File: config.mk
export PLATFORM = sky130hd
export DESIGN_NAME = fifo_read_port
export DESIGN_NICKNAME = d
export VERILOG_FILES = /design/src/rtl/fifo_pkg.sv /design/src/rtl/fifo_out_skid.sv /design/src/rtl/fifo_read_port.sv
export SDC_FILE = /design/constraint.sdc
export NUM_CORES = 1
export LEC_CHECK = 0
export CAP_MARGIN = 30
export CELL_PAD_IN_SITES_DETAIL_PLACEMENT = 0
export CELL_PAD_IN_SITES_GLOBAL_PLACEMENT = 1
export CORE_MARGIN = 2
export CORE_UTILIZATION = 36
export CTS_CLUSTER_DIAMETER = 60
export CTS_CLUSTER_SIZE = 12
export DETAILED_ROUTE_END_ITERATION = 12
export GPL_TIMING_DRIVEN = 0
export PLACE_DENSITY = 0.81
export REMOVE_ABC_BUFFERS = 1
export SLEW_MARGIN = 15
export SYNTH_ARGS = -nofsm -noshare
export SYNTH_HDL_FRONTEND = slang
export SYNTH_SLANG_ARGS = --single-unit
File: constraint.sdc
create_clock -name clk -period 4.4 [get_ports clk]
set_input_delay 0.44 -clock clk [delete_from_list [all_inputs] [get_ports clk]]
set_output_delay 0.44 -clock clk [all_outputs]
set_load 0.05 [all_outputs]
File: src/rtl/fifo_pkg.sv
// rtl/fifo_pkg.sv - shared pointer/occupancy helpers for the single-clock RAM FIFOs
package fifo_pkg;

    // Entries in the read-side output buffer
    localparam int OUT_BUF_DEPTH = 2;

    // Wrap-bit pointer width: address bits plus one wrap bit
    function automatic int ptr_width(input int depth);
        return $clog2(depth) + 1;
    endfunction

    // Advance a {wrap, low} pointer; low wraps at depth-1 and toggles the wrap bit
    function automatic logic [31:0] ptr_inc(input logic [31:0] ptr, input int aw, input int depth);
        logic [31:0] low;
        logic        wrap;
        low  = ptr & ((32'd1 << aw) - 32'd1);
        wrap = ptr[aw];
        if (low == 32'(depth - 1)) begin
            return 32'(~wrap) << aw;
        end
        return (32'(wrap) << aw) | (low + 32'd1);
    endfunction

    // Words between rd and wr; equal lows with differing wrap bits means full
    function automatic logic [31:0] occupancy(input logic [31:0] wr, input logic [31:0] rd,
                                              input int aw, input int depth);
        logic [31:0] mask;
        mask = (32'd1 << aw) - 32'd1;
        if (wr[aw] == rd[aw]) begin
            return (wr & mask) - (rd & mask);
        end
        return 32'(depth) - (rd & mask) + (wr & mask);
    endfunction

endpackage

File: src/rtl/fifo_out_skid.sv
// rtl/fifo_out_skid.sv - 2-entry output buffer presenting the head word on a valid/ready stream
module fifo_out_skid
    import fifo_pkg::*;
#(
    parameter int DATA_WIDTH = 16
) (
    input  logic                  clk,
    input  logic                  rst,
    input  logic                  capture,
    input  logic [DATA_WIDTH-1:0] capture_data,
    input  logic                  ready,
    output logic [DATA_WIDTH-1:0] data,
    output logic                  valid,
    output logic [1:0]            count
);

    logic [DATA_WIDTH-1:0] head;
    logic [DATA_WIDTH-1:0] tail;
    logic                  pop;

    assign valid = (count != 2'd0);
    assign data  = head;
    assign pop   = valid & ready;

    // Head/tail shift buffer: pops promote the tail, captures fill the first free slot
    always_ff @(posedge clk or posedge rst) begin
        if (rst) begin
            head  <= '0;
            tail  <= '0;
            count <= 2'd0;
        end else begin
            case ({capture, pop})
                2'b10: begin
                    if (count == 2'd0) begin
                        head <= capture_data;
                    end else begin
                        tail <= capture_data;
                    end
                    count <= count + 2'd1;
                end
                2'b01: begin
                    head  <= tail;
                    count <= count - 2'd1;
                end
                2'b11: begin
                    if (count == 2'd1) begin
                        head <= capture_data;
                    end else begin
                        head <= tail;
                        tail <= capture_data;
                    end
                end
                default: begin
                end
            endcase
        end
    end

endmodule

File: src/rtl/fifo_read_port.sv
// rtl/fifo_read_port.sv - FIFO read-side controller; FIFO_READ_PORT_LEVEL_EN enables the level output
module fifo_read_port
    import fifo_pkg::*;
#(
    parameter  int DATA_WIDTH = 16,
    parameter  int DEPTH      = 2**16,
    localparam int ADDR_WIDTH = $clog2(DEPTH),
    localparam int PTR_W      = ptr_width(DEPTH)
) (
    input  logic                  clk,
    input  logic                  rst,
    input  logic [PTR_W-1:0]      wr_ptr,
    output logic [PTR_W-1:0]      rd_ptr,
    output logic                  ram_rd_en,
    output logic [ADDR_WIDTH-1:0] ram_rd_addr,
    input  logic [DATA_WIDTH-1:0] ram_rd_data,
    output logic [DATA_WIDTH-1:0] m_data,
    output logic                  m_valid,
    input  logic                  m_ready,
    output logic                  empty,
    output logic [PTR_W-1:0]      level
);

    logic       inflight;
    logic [1:0] buf_cnt;
    logic       ram_empty;
    logic       pop;
    logic [2:0] pending;
    logic       issue;

    // A differing wrap bit with equal lows is full, so only exact equality is empty
    assign ram_empty   = (rd_ptr == wr_ptr);
    assign pop         = m_valid & m_ready;
    assign pending     = {2'b00, inflight} + {1'b0, buf_cnt};
    // Issue only if the word will have a buffer slot when it returns (pop frees one)
    assign issue       = !ram_empty && (pending < (3'(OUT_BUF_DEPTH) + {2'b00, pop}));
    assign ram_rd_en   = issue & ~rst;
    assign ram_rd_addr = rd_ptr[ADDR_WIDTH-1:0];
    assign empty       = ram_empty & ~inflight & (buf_cnt == 2'd0);

    // Advance the read pointer on each issue and remember that a RAM word is on its way
    always_ff @(posedge clk or posedge rst) begin
        if (rst) begin
            rd_ptr   <= '0;
            inflight <= 1'b0;
        end else begin
            if (ram_rd_en) begin
                rd_ptr <= PTR_W'(ptr_inc(32'(rd_ptr), ADDR_WIDTH, DEPTH));
            end
            inflight <= ram_rd_en;
        end
    end

    fifo_out_skid #(
        .DATA_WIDTH(DATA_WIDTH)
    ) u_skid (
        .clk         (clk),
        .rst         (rst),
        .capture     (inflight),
        .capture_data(ram_rd_data),
        .ready       (m_ready),
        .data        (m_data),
        .valid       (m_valid),
        .count       (buf_cnt)
    );

`ifdef FIFO_READ_PORT_LEVEL_EN
    logic [31:0] total;

    assign total = occupancy(32'(wr_ptr), 32'(rd_ptr), ADDR_WIDTH, DEPTH)
                 + 32'(inflight) + 32'(buf_cnt);

    // Registered word count; RAM, in-flight and buffer can exceed DEPTH by two, reported as DEPTH
    always_ff @(posedge clk or posedge rst) begin
        if (rst) begin
            level <= '0;
        end else begin
            level <= (total > 32'(DEPTH)) ? PTR_W'(DEPTH) : PTR_W'(total);
        end
    end
`else
    assign level = '0;
`endif

endmodule

==> results of run 1 <==
worst paths after layout:
check | from | endpoint | slack [ns] | cells past startpoint
hold / removal | u_skid.data[8]$_DFFE_PP0P_ | u_skid.data[8]$_DFFE_PP0P_ | 0.49 | 2
setup / recovery | wr_ptr[8] | ram_rd_en | 1.04 | 7
setup reg to reg | u_skid.count[0]$_DFFE_PP0P_ | u_skid.tail[15]$_DFFE_PP0P_ | 1.92 | 8
hold reg to reg | u_skid.data[8]$_DFFE_PP0P_ | u_skid.data[8]$_DFFE_PP0P_ | 0.49 | 2
max in group asynchronous | rst | u_skid.data[7]$_DFFE_PP0P_ | 3.28 | 3
min in group asynchronous | rst | rd_ptr[10]$_DFFE_PP0P_ | 0.58 | 2
worst max-delay path: stages:
cell	delay (ns)
clkdlybuf4s50_1	0.41
xor2_1	0.15
nor4_2	0.32
nand4_2	0.20
o21ai_4	0.54
inv_1	0.12
clkdlybuf4s50_1	0.73
power breakdown:
part | total (mW) | internal (mW) | switching (mW)
logic | 1.49 | 0.553 | 0.939
clock network | 0.289 | 0.116 | 0.173
registers | 0.826 | 0.669 | 0.156
total | 2.61 | 1.34 | 1.27
per-stage QoR:
step / power [mW] / worst slack (ns)
final: 2.61 / 1.04
after detailed placement: 2.34 / 0.996
after global placement: 2.29 / 0.998
after global routing: 2.77 / 0.824
after CTS: 2.63 / 1.00
after floorplan: 1.85 / 0.841
final cells by class:
type                    count  area (um^2)
clock buffers               5         68.8
clock inverters             3         25.0
fillers                   733         4000
inverters                  10         37.5
multi-input cells         194         1340
flip-flops and latches     52         1300
well taps                 102          128
repair buffers             89          902
cell usage in the layout, fill, tap and decap left out, types with 4 or more instances in the layout:
cell,n
clkdlybuf4s50_1,87
dfrtp_1,52
nand2_1,23
xor2_1,20
o21ai_0,17
mux2_2,17
conb_1,17
a22oi_1,16
nor2_1,10
inv_1,9
o21ai_1,9
ha_1,8
xnor2_1,7
nand3_1,7
and3_1,7
nand2b_1,6
clkbuf_8,5
o31ai_1,4
state kept, by name, indices dropped and copies added, names as in the netlist:
signal,count
rd_ptr,17
inflight,1
u_skid.count,2
u_skid.data,16
u_skid.tail,16
cell families after synthesis:
group,after synthesis,synth area share (%)
other,1,0.129
adder cells (fa/ha/maj),8,3.43
AO/OA/AOI/OAI,57,12.7
XOR/XNOR,27,8.10
AND/OR/NAND/NOR,68,12.7
buffers and inverters,54,11.7
multiplexers,17,6.56
flip-flops,52,44.6
per-layer routing:
metal	GRT usage (%)	vias to the layer above
li1	-	1067
met1	20.5	1059
met2	24.6	81
met3	3.13	2
met4	2.54	0
met5	0	-
==> run_results.csv, run 1 <==
group,metric,value,unit
route,via_per_inst,4.85,
route,post_drt_wl_per_cell,13.9,um
route,first_pass_iters,4,
global_routing,grt_max_degree,28,
floorplanning,die_x,94.0,um
yosys,synth_common_cells,"dfrtp_1, buf_4, nand2_1",
yosys,yosys_warnings,0,
floorplanning,initial_core_util,37.4,%
clock_tree,cts.repair.resized,0,
clock_tree,htreeDepth,2,
yosys,syn_area,2920,um^2
route,num_vias,2209,
route,ant_nets,0,
yosys,synth_cell_types,35,
timing,period_share,76.4,%
critical_path,cp-start-kind,"primary input",
floorplanning,core,7810,um^2
timing,fin_crit,3.36,ns
route,wl_met2,3010,um
critical_path,crit_type,"primary input to output pin",
final_layout,fin_cells,455,
clock_tree,cts_buffer_depth,2,
floorplanning,die-area,8840,um^2
critical_path,required,3.96,ns
pwr,peakVddDrop,428,uV
pwr,leakagePower,1.63,nW
floorplanning,num_rows,32,
pwr,power.density,685,nW/um^2
yosys,ys_seq_area_share,44.6,%
yosys,synth_flop_cell,"dfrtp_1",
clock_tree,postCtsHoldBufs,0,
timing,maxSlewHeadroom,50.5,%
route,top_layer_used,"met4",
global_routing,grt_use_total,14.9,%
global_routing,antenna_found_initial,0,
route,finalWirelength,6340,um
timing,hold_ws,0.487,ns
yosys,synth_edf_count,0,
final_layout,syn_to_final_growth,30.4,%
clock_tree,cts_buffers,5,
final_layout,nets,396,
timing,tightest_slew,0.743,ns
yosys,synth-seq-cells,52,
timing,skew,0.00579,ns
placement,dp_hpwl,4610,um
clock_tree,tritoncts,"built",
clock_tree,clk_latency,0.30,ns
clock_tree,cts_setup_buffers,0,
timing,hold_viol,0,
outcome,status,"finished, final reports clean",
placement,port_buffers,87,
global_routing,grt_pass1_wl,10600,um
yosys,async_flop_share,100,%
global_routing,grt_pass1_vias,2184,
route,met1Wirelength,2950,um
placement,place_inst,447,
clock_tree,cts_root_buf,"clkbuf_8",
floorplanning,die_height,94.0,um
final_layout,diodes,0,
job,max-cap-violations,0,
clock_tree,cts.sinks,52,
global_routing,grt-ovfl-total,0,
timing,slew_violations,0,
hold_path,min_path_type,"flip-flop to flip-flop",
final_layout,utilization,48.7,%
route,met3_length,358,um
timing,max_freq,0.297,GHz
yosys,netlist_instances,284,
yosys,yosys.area.top_type,"dfrtp_1",
critical_path,critPathMaxFanout,25,
clock_tree,path_clk_slew,0.10,ns
placement,place_area,3710,um^2
critical_path,cp.arrival,2.92,ns
floorplanning,boundaryPins,105,
critical_path,cp-end-kind,"output pin",
yosys,synth_area_per_cell,10.3,um^2
timing,fin_setup_tns,0,ns
yosys,synth_area_leaders,"dfrtp_1, buf_4, mux2_2",
final_layout,final_layout_size_suffix_gt1_share,10.5,%
route,drc,0,
yosys,yosysMostFrequentCell,"dfrtp_1",
yosys,synth.top_cell.area_share,44.6,%
placement,gp_congestion,0.819,
final_layout,final_area,3800,um^2
timing,finalSetupViolCount,0,
route,drtIter0Drc,91,
timing,rsz0062_at_grt,"false",
Power figures use the tool's default switching activity.
==> run 2, diff against run 1 <==
CORE_UTILIZATION = 34   (was 36)
PLACE_DENSITY = 0.77   (was 0.81)
clock period = 3.2 ns   (was 4.4 ns; I/O delays follow)
==> run 2 against run 1 <==
Sequential cell count unchanged. Non-clock buffer count unchanged. Global-route usage down 0.81 points. Register-to-register slack worse by 1.2 ns. Sequential power up 37%. First-iteration DRC count down 34%. Via count about the same. Die area up 5.6%. Critical path type is now flip-flop to output pin. Largest cell class unchanged. Largest power group unchanged.
==> run_results.csv, run 2 (synthesis results as in run 1) <==
group,metric,value,unit
pwr,leakagePower,1.67,nW
outcome,status,"finished, final reports clean",
critical_path,critical_path.cell_chain,"inv_1 -> ha_1 -> nor2b_4 -> nand2b_1 -> a211oi_2 -> o21ai_4 -> inv_1 -> dlygate4sd2_1",
floorplanning,die_height,96.6,um
global_routing,grt-ovfl-total,0,
global_routing,antenna_found_initial,0,
timing,tightest_slew,0.766,ns
placement,place_area,3710,um^2
pwr,power.density,953,nW/um^2
route,drtIter0Drc,60,
critical_path,cp.buffers_inverters,3,
placement,dp_slack,-0.0525,ns
timing,period_share,91.6,%
placement,gp_congestion,0.731,
final_layout,utilization,46.6,%
final_layout,layout_common_cells,"clkdlybuf4s50_1, dfrtp_1, nand2_1",
floorplanning,die-area,9340,um^2
floorplanning,initial_core_util,35.3,%
clock_tree,cts.sinks,52,
timing,skew,0.0102,ns
global_routing,grt_pass1_vias,2204,
timing,fin_crit,2.93,ns
final_layout,diodes,0,
clock_tree,path_clk_slew,0.10,ns
clock_tree,tritoncts,"built",
placement,dp_hpwl,4620,um
route,ant_nets,0,
placement,place_inst,450,
final_layout,final_area,3840,um^2
clock_tree,cts_root_buf,"clkbuf_8",
clock_tree,htreeDepth,2,
critical_path,cp-start-kind,"flip-flop",
route,via_per_inst,4.81,
critical_path,cp_slowest_cell,"dlygate4sd2_1",
critical_path,crit_type,"flip-flop to output pin",
timing,fin_setup_tns,0,ns
critical_path,cp.arrival,2.61,ns
timing,max_freq,0.341,GHz
global_routing,grt_pass1_wl,11000,um
clock_tree,cts_buffer_depth,2,
clock_tree,clk_latency,0.30,ns
floorplanning,core,8260,um^2
floorplanning,num_rows,33,
critical_path,critPathMostFrequentCell,"inv_1",
critical_path,critPathMaxFanout,13,
placement,port_buffers,87,
final_layout,final_common_cell,"clkdlybuf4s50_1",
final_layout,syn_to_final_growth,31.8,%
final_layout,largest_reg_flops,17,
clock_tree,cts_buffers,5,
floorplanning,die_x,96.6,um
final_layout,fin_cells,459,
route,num_vias,2208,
critical_path,max_stage_delay,0.53,ns
clock_tree,postCtsHoldBufs,0,
route,post_drt_wl_per_cell,14.1,um
floorplanning,boundaryPins,105,
timing,worst_slack,0.268,ns
critical_path,required,2.88,ns
final_layout,final_layout_size_suffix_gt1_share,10.7,%
global_routing,grt_max_degree,34,
final_layout,nets,397,
timing,rsz0062_at_grt,"false",
timing,hold_viol,0,
route,first_pass_iters,4,
final_layout,top_register,"rd_ptr",
global_routing,grt_use_total,14.1,%
critical_path,crit_family,"buffers and inverters",
critical_path,cp-end-kind,"output pin",
route,drc,0,
timing,maxSlewHeadroom,48.9,%
pwr,peakVddDrop,527,uV
route,finalWirelength,6460,um
timing,finalSetupViolCount,0,
job,max-cap-violations,0,
timing,slew_violations,0,
hold_path,min_path_type,"primary input to async pin",
-- run 2: cell types whose count changed in the layout (fill, tap and decap cells not counted), sizes merged --
cell / before / now
dlymetal6s2s: 0 / 1
bufinv: 0 / 1
clkbuf: 5 / 6
clkdlybuf4s50: 87 / 85
clkinv: 0 / 1
o21ai: 28 / 29
dlygate4sd2: 0 / 1
inv: 12 / 10
clkinvlp: 1 / 0
-- run 2: path summary, 6_finish.rpt --
path,from,end,slack [ns],cells past startpoint
hold / removal,rst,rd_ptr[9]$_DFFE_PP0P_,0.41,2
setup reg to reg,u_skid.count[0]$_DFFE_PP0P_,u_skid.tail[15]$_DFFE_PP0P_,0.73,8
hold reg to reg,u_skid.data[9]$_DFFE_PP0P_,u_skid.data[9]$_DFFE_PP0P_,0.49,2
max in group asynchronous,rst,u_skid.tail[15]$_DFFE_PP0P_,2.26,3
setup / recovery,u_skid.count[0]$_DFFE_PP0P_,ram_rd_en,0.27,8
min in group clk,u_skid.data[9]$_DFFE_PP0P_,u_skid.data[9]$_DFFE_PP0P_,0.49,2
-- run 2: routing by layer --
layer | routed length (um) | global-route usage, %
met5 | 0 | 0
met3 | 379 | 3.32
met1 | 3020 | 19.4
met2 | 2990 | 22.5
met4 | 65 | 3.47
-- run 2: stage by stage --
step	power, mW	hold slack (ns)
after floorplan	2.55	0.471
after global placement	3.15	0.461
after detailed placement	3.22	0.471
after CTS	3.72	0.413
after global routing	3.92	0.438
final	3.66	0.405
-- run 2: layout make-up --
type	instances	area (um^2)
Clock buffer	6	82.6
Clock inverter	2	38.8
Fill cell	798	4410
Inverter	10	37.5
Multi-Input combinational cell	195	1350
Sequential cell	52	1300
Tap cell	105	131
Timing Repair Buffer	89	903
-- run 2: power breakdown --
part	leakage [nW]	total, mW	internal (mW)	switching [mW]
combinational	0.972	2.06	0.759	1.31
sequential	0.634	1.13	0.921	0.207
clock	0.0614	0.471	0.256	0.215
total	1.67	3.66	1.94	1.73
-- run 2: repair_timing --
item,4_1_cts,5_1_grt
setup endpoints to repair,1,1
gates resized for setup,1,1
cloned,1,0
setup buffers,0,0
pin swaps,1,0
==> run 3, diff against run 2 <==
CTS_CLUSTER_DIAMETER = default   (was 60)
==> results of run 3 <==
Final layout, timing and power as in run 2 (identical DEF).
==> RTL change, RTL diff (flow settings as in run 2) <==
The option `FIFO_READ_PORT_LEVEL_EN` is turned on by a define.
--- a/src/rtl/fifo_read_port.sv
+++ b/src/rtl/fifo_read_port.sv
@@ -1,4 +1,6 @@
 // rtl/fifo_read_port.sv - FIFO read-side controller; FIFO_READ_PORT_LEVEL_EN enables the level output
+`define FIFO_READ_PORT_LEVEL_EN
+
 module fifo_read_port
     import fifo_pkg::*;
 #(
Check against the original RTL: not equivalent (a bounded check fails within 4 cycles, from zero or initial values and one cycle with rst high).
==> RTL change against run 2 <==
The flow now finishes with violations (negative setup slack). Routed wire length grew to 2.6 times the old value. Critical path depth grew 9. Design area is 120% higher. Global-route usage increased by 3.8 points. Largest power group unchanged. Setup slack got worse by 1.3 ns. Sequential cell count is 17 higher. Area after synthesis increased by 110%. Power up 100%.
==> RTL change: results (changes against run 2) <==
* Synth Instances at 676 (was 284)
* Failing checks: negative setup slack
* Total length of routed met3 wires at 725 um (was 379 um)
* RR Startpoint: rd_ptr[5]$_DFFE_PP0P_ (was u_skid.count[0]$_DFFE_PP0P_)
* Post-CTS Setup Repair Bufs at 30 (was 0)
* Post-Route WL at 16600 um (was 6460 um)
* Starting DRT DRC Count at 185 (was 60)
* Largest cells by area after synthesis: dfrtp_1 (28%), ha_1 (8.6%), xnor2_1 (6.5%) (was dfrtp_1 (45%), buf_4 (8.7%), mux2_2 (6.6%))
* Post-route clock skew at 0.0118 ns (was 0.0102 ns)
* Post-synth top cells: dfrtp_1 (69), nand2_1 (55), xnor2_1 (45) (was dfrtp_1 (52), buf_4 (34), nand2_1 (23))
* CP top delay family: compound AO/OA/AOI/OAI gates (was buffers and inverters)
* Global-route wire length before repair at 26700 um (was 11000 um)
* WHS at 0.313 ns (was 0.405 ns)
* Post-cts sizing count at 62 (was 1)
* Setup WS post-layout at -1.07 ns (was 0.268 ns)
* Met2 Use GR at 27.7% (was 22.5%)
* # port buffers at 104 (was 87)
* Comb pwr at 4860 uW (was 2060 uW)
* DP Worst Slack at -1.89 ns (was -0.0525 ns)
* Placed Cells at 969 (was 450)
* Number of H-tree levels at 3 (was 2)
* Post-detail-place hpwl at 12200 um (was 4620 um)
* Met2 wire length at 7210 um (was 2990 um)
* Final TNS setup at -17.11 ns (was 0 ns)
* Combinational group share of total power at 66.4% (was 56.4%)
* Outcome: complete, but fails checks (was finished clean)
* Area after DPL at 7260 um^2 (was 3710 um^2)
* RR Endpoint: level[12]$_DFF_PP0_ (was u_skid.tail[15]$_DFFE_PP0P_)
* Layout cells sized above 1 at 24.9% (was 10.7%)
* Nets@finish at 879 (was 397)
* Xor/xnor share of the synthesized area at 8.48% (was 8.10%)
* Finish-stage setup viols at 17 (was 0)
* Cts bufs inserted at 9 (was 5)
-- RTL change: worst max-delay path by stage --
stage	end	startpoint	slack (ns)	cells after the start
after CTS	level[8]$_DFF_PP0_	rd_ptr[0]$_DFFE_PP0P_	-0.94	17
after floorplan	level[4]$_DFF_PP0_	rd_ptr[1]$_DFFE_PP0P_	-1.68	14
after global routing	level[3]$_DFF_PP0_	rd_ptr[0]$_DFFE_PP0P_	-1.20	19
after detailed placement	level[9]$_DFF_PP0_	rd_ptr[2]$_DFFE_PP0P_	-1.89	15
after global placement	level[8]$_DFF_PP0_	wr_ptr[16]	-2.16	11
final	level[12]$_DFF_PP0_	rd_ptr[5]$_DFFE_PP0P_	-1.07	17
-- RTL change: cell type report --
class / instances / area, um^2 / share of cell area, %
multi-input cells: 534 / 4500 / 53.5
flip-flops and latches: 69 / 1740 / 20.6
repair buffers: 149 / 1460 / 17.3
well taps: 225 / 282 / 3.34
clock buffers: 9 / 225 / 2.68
inverters: 34 / 133 / 1.58
clock inverters: 7 / 80.1 / 0.951
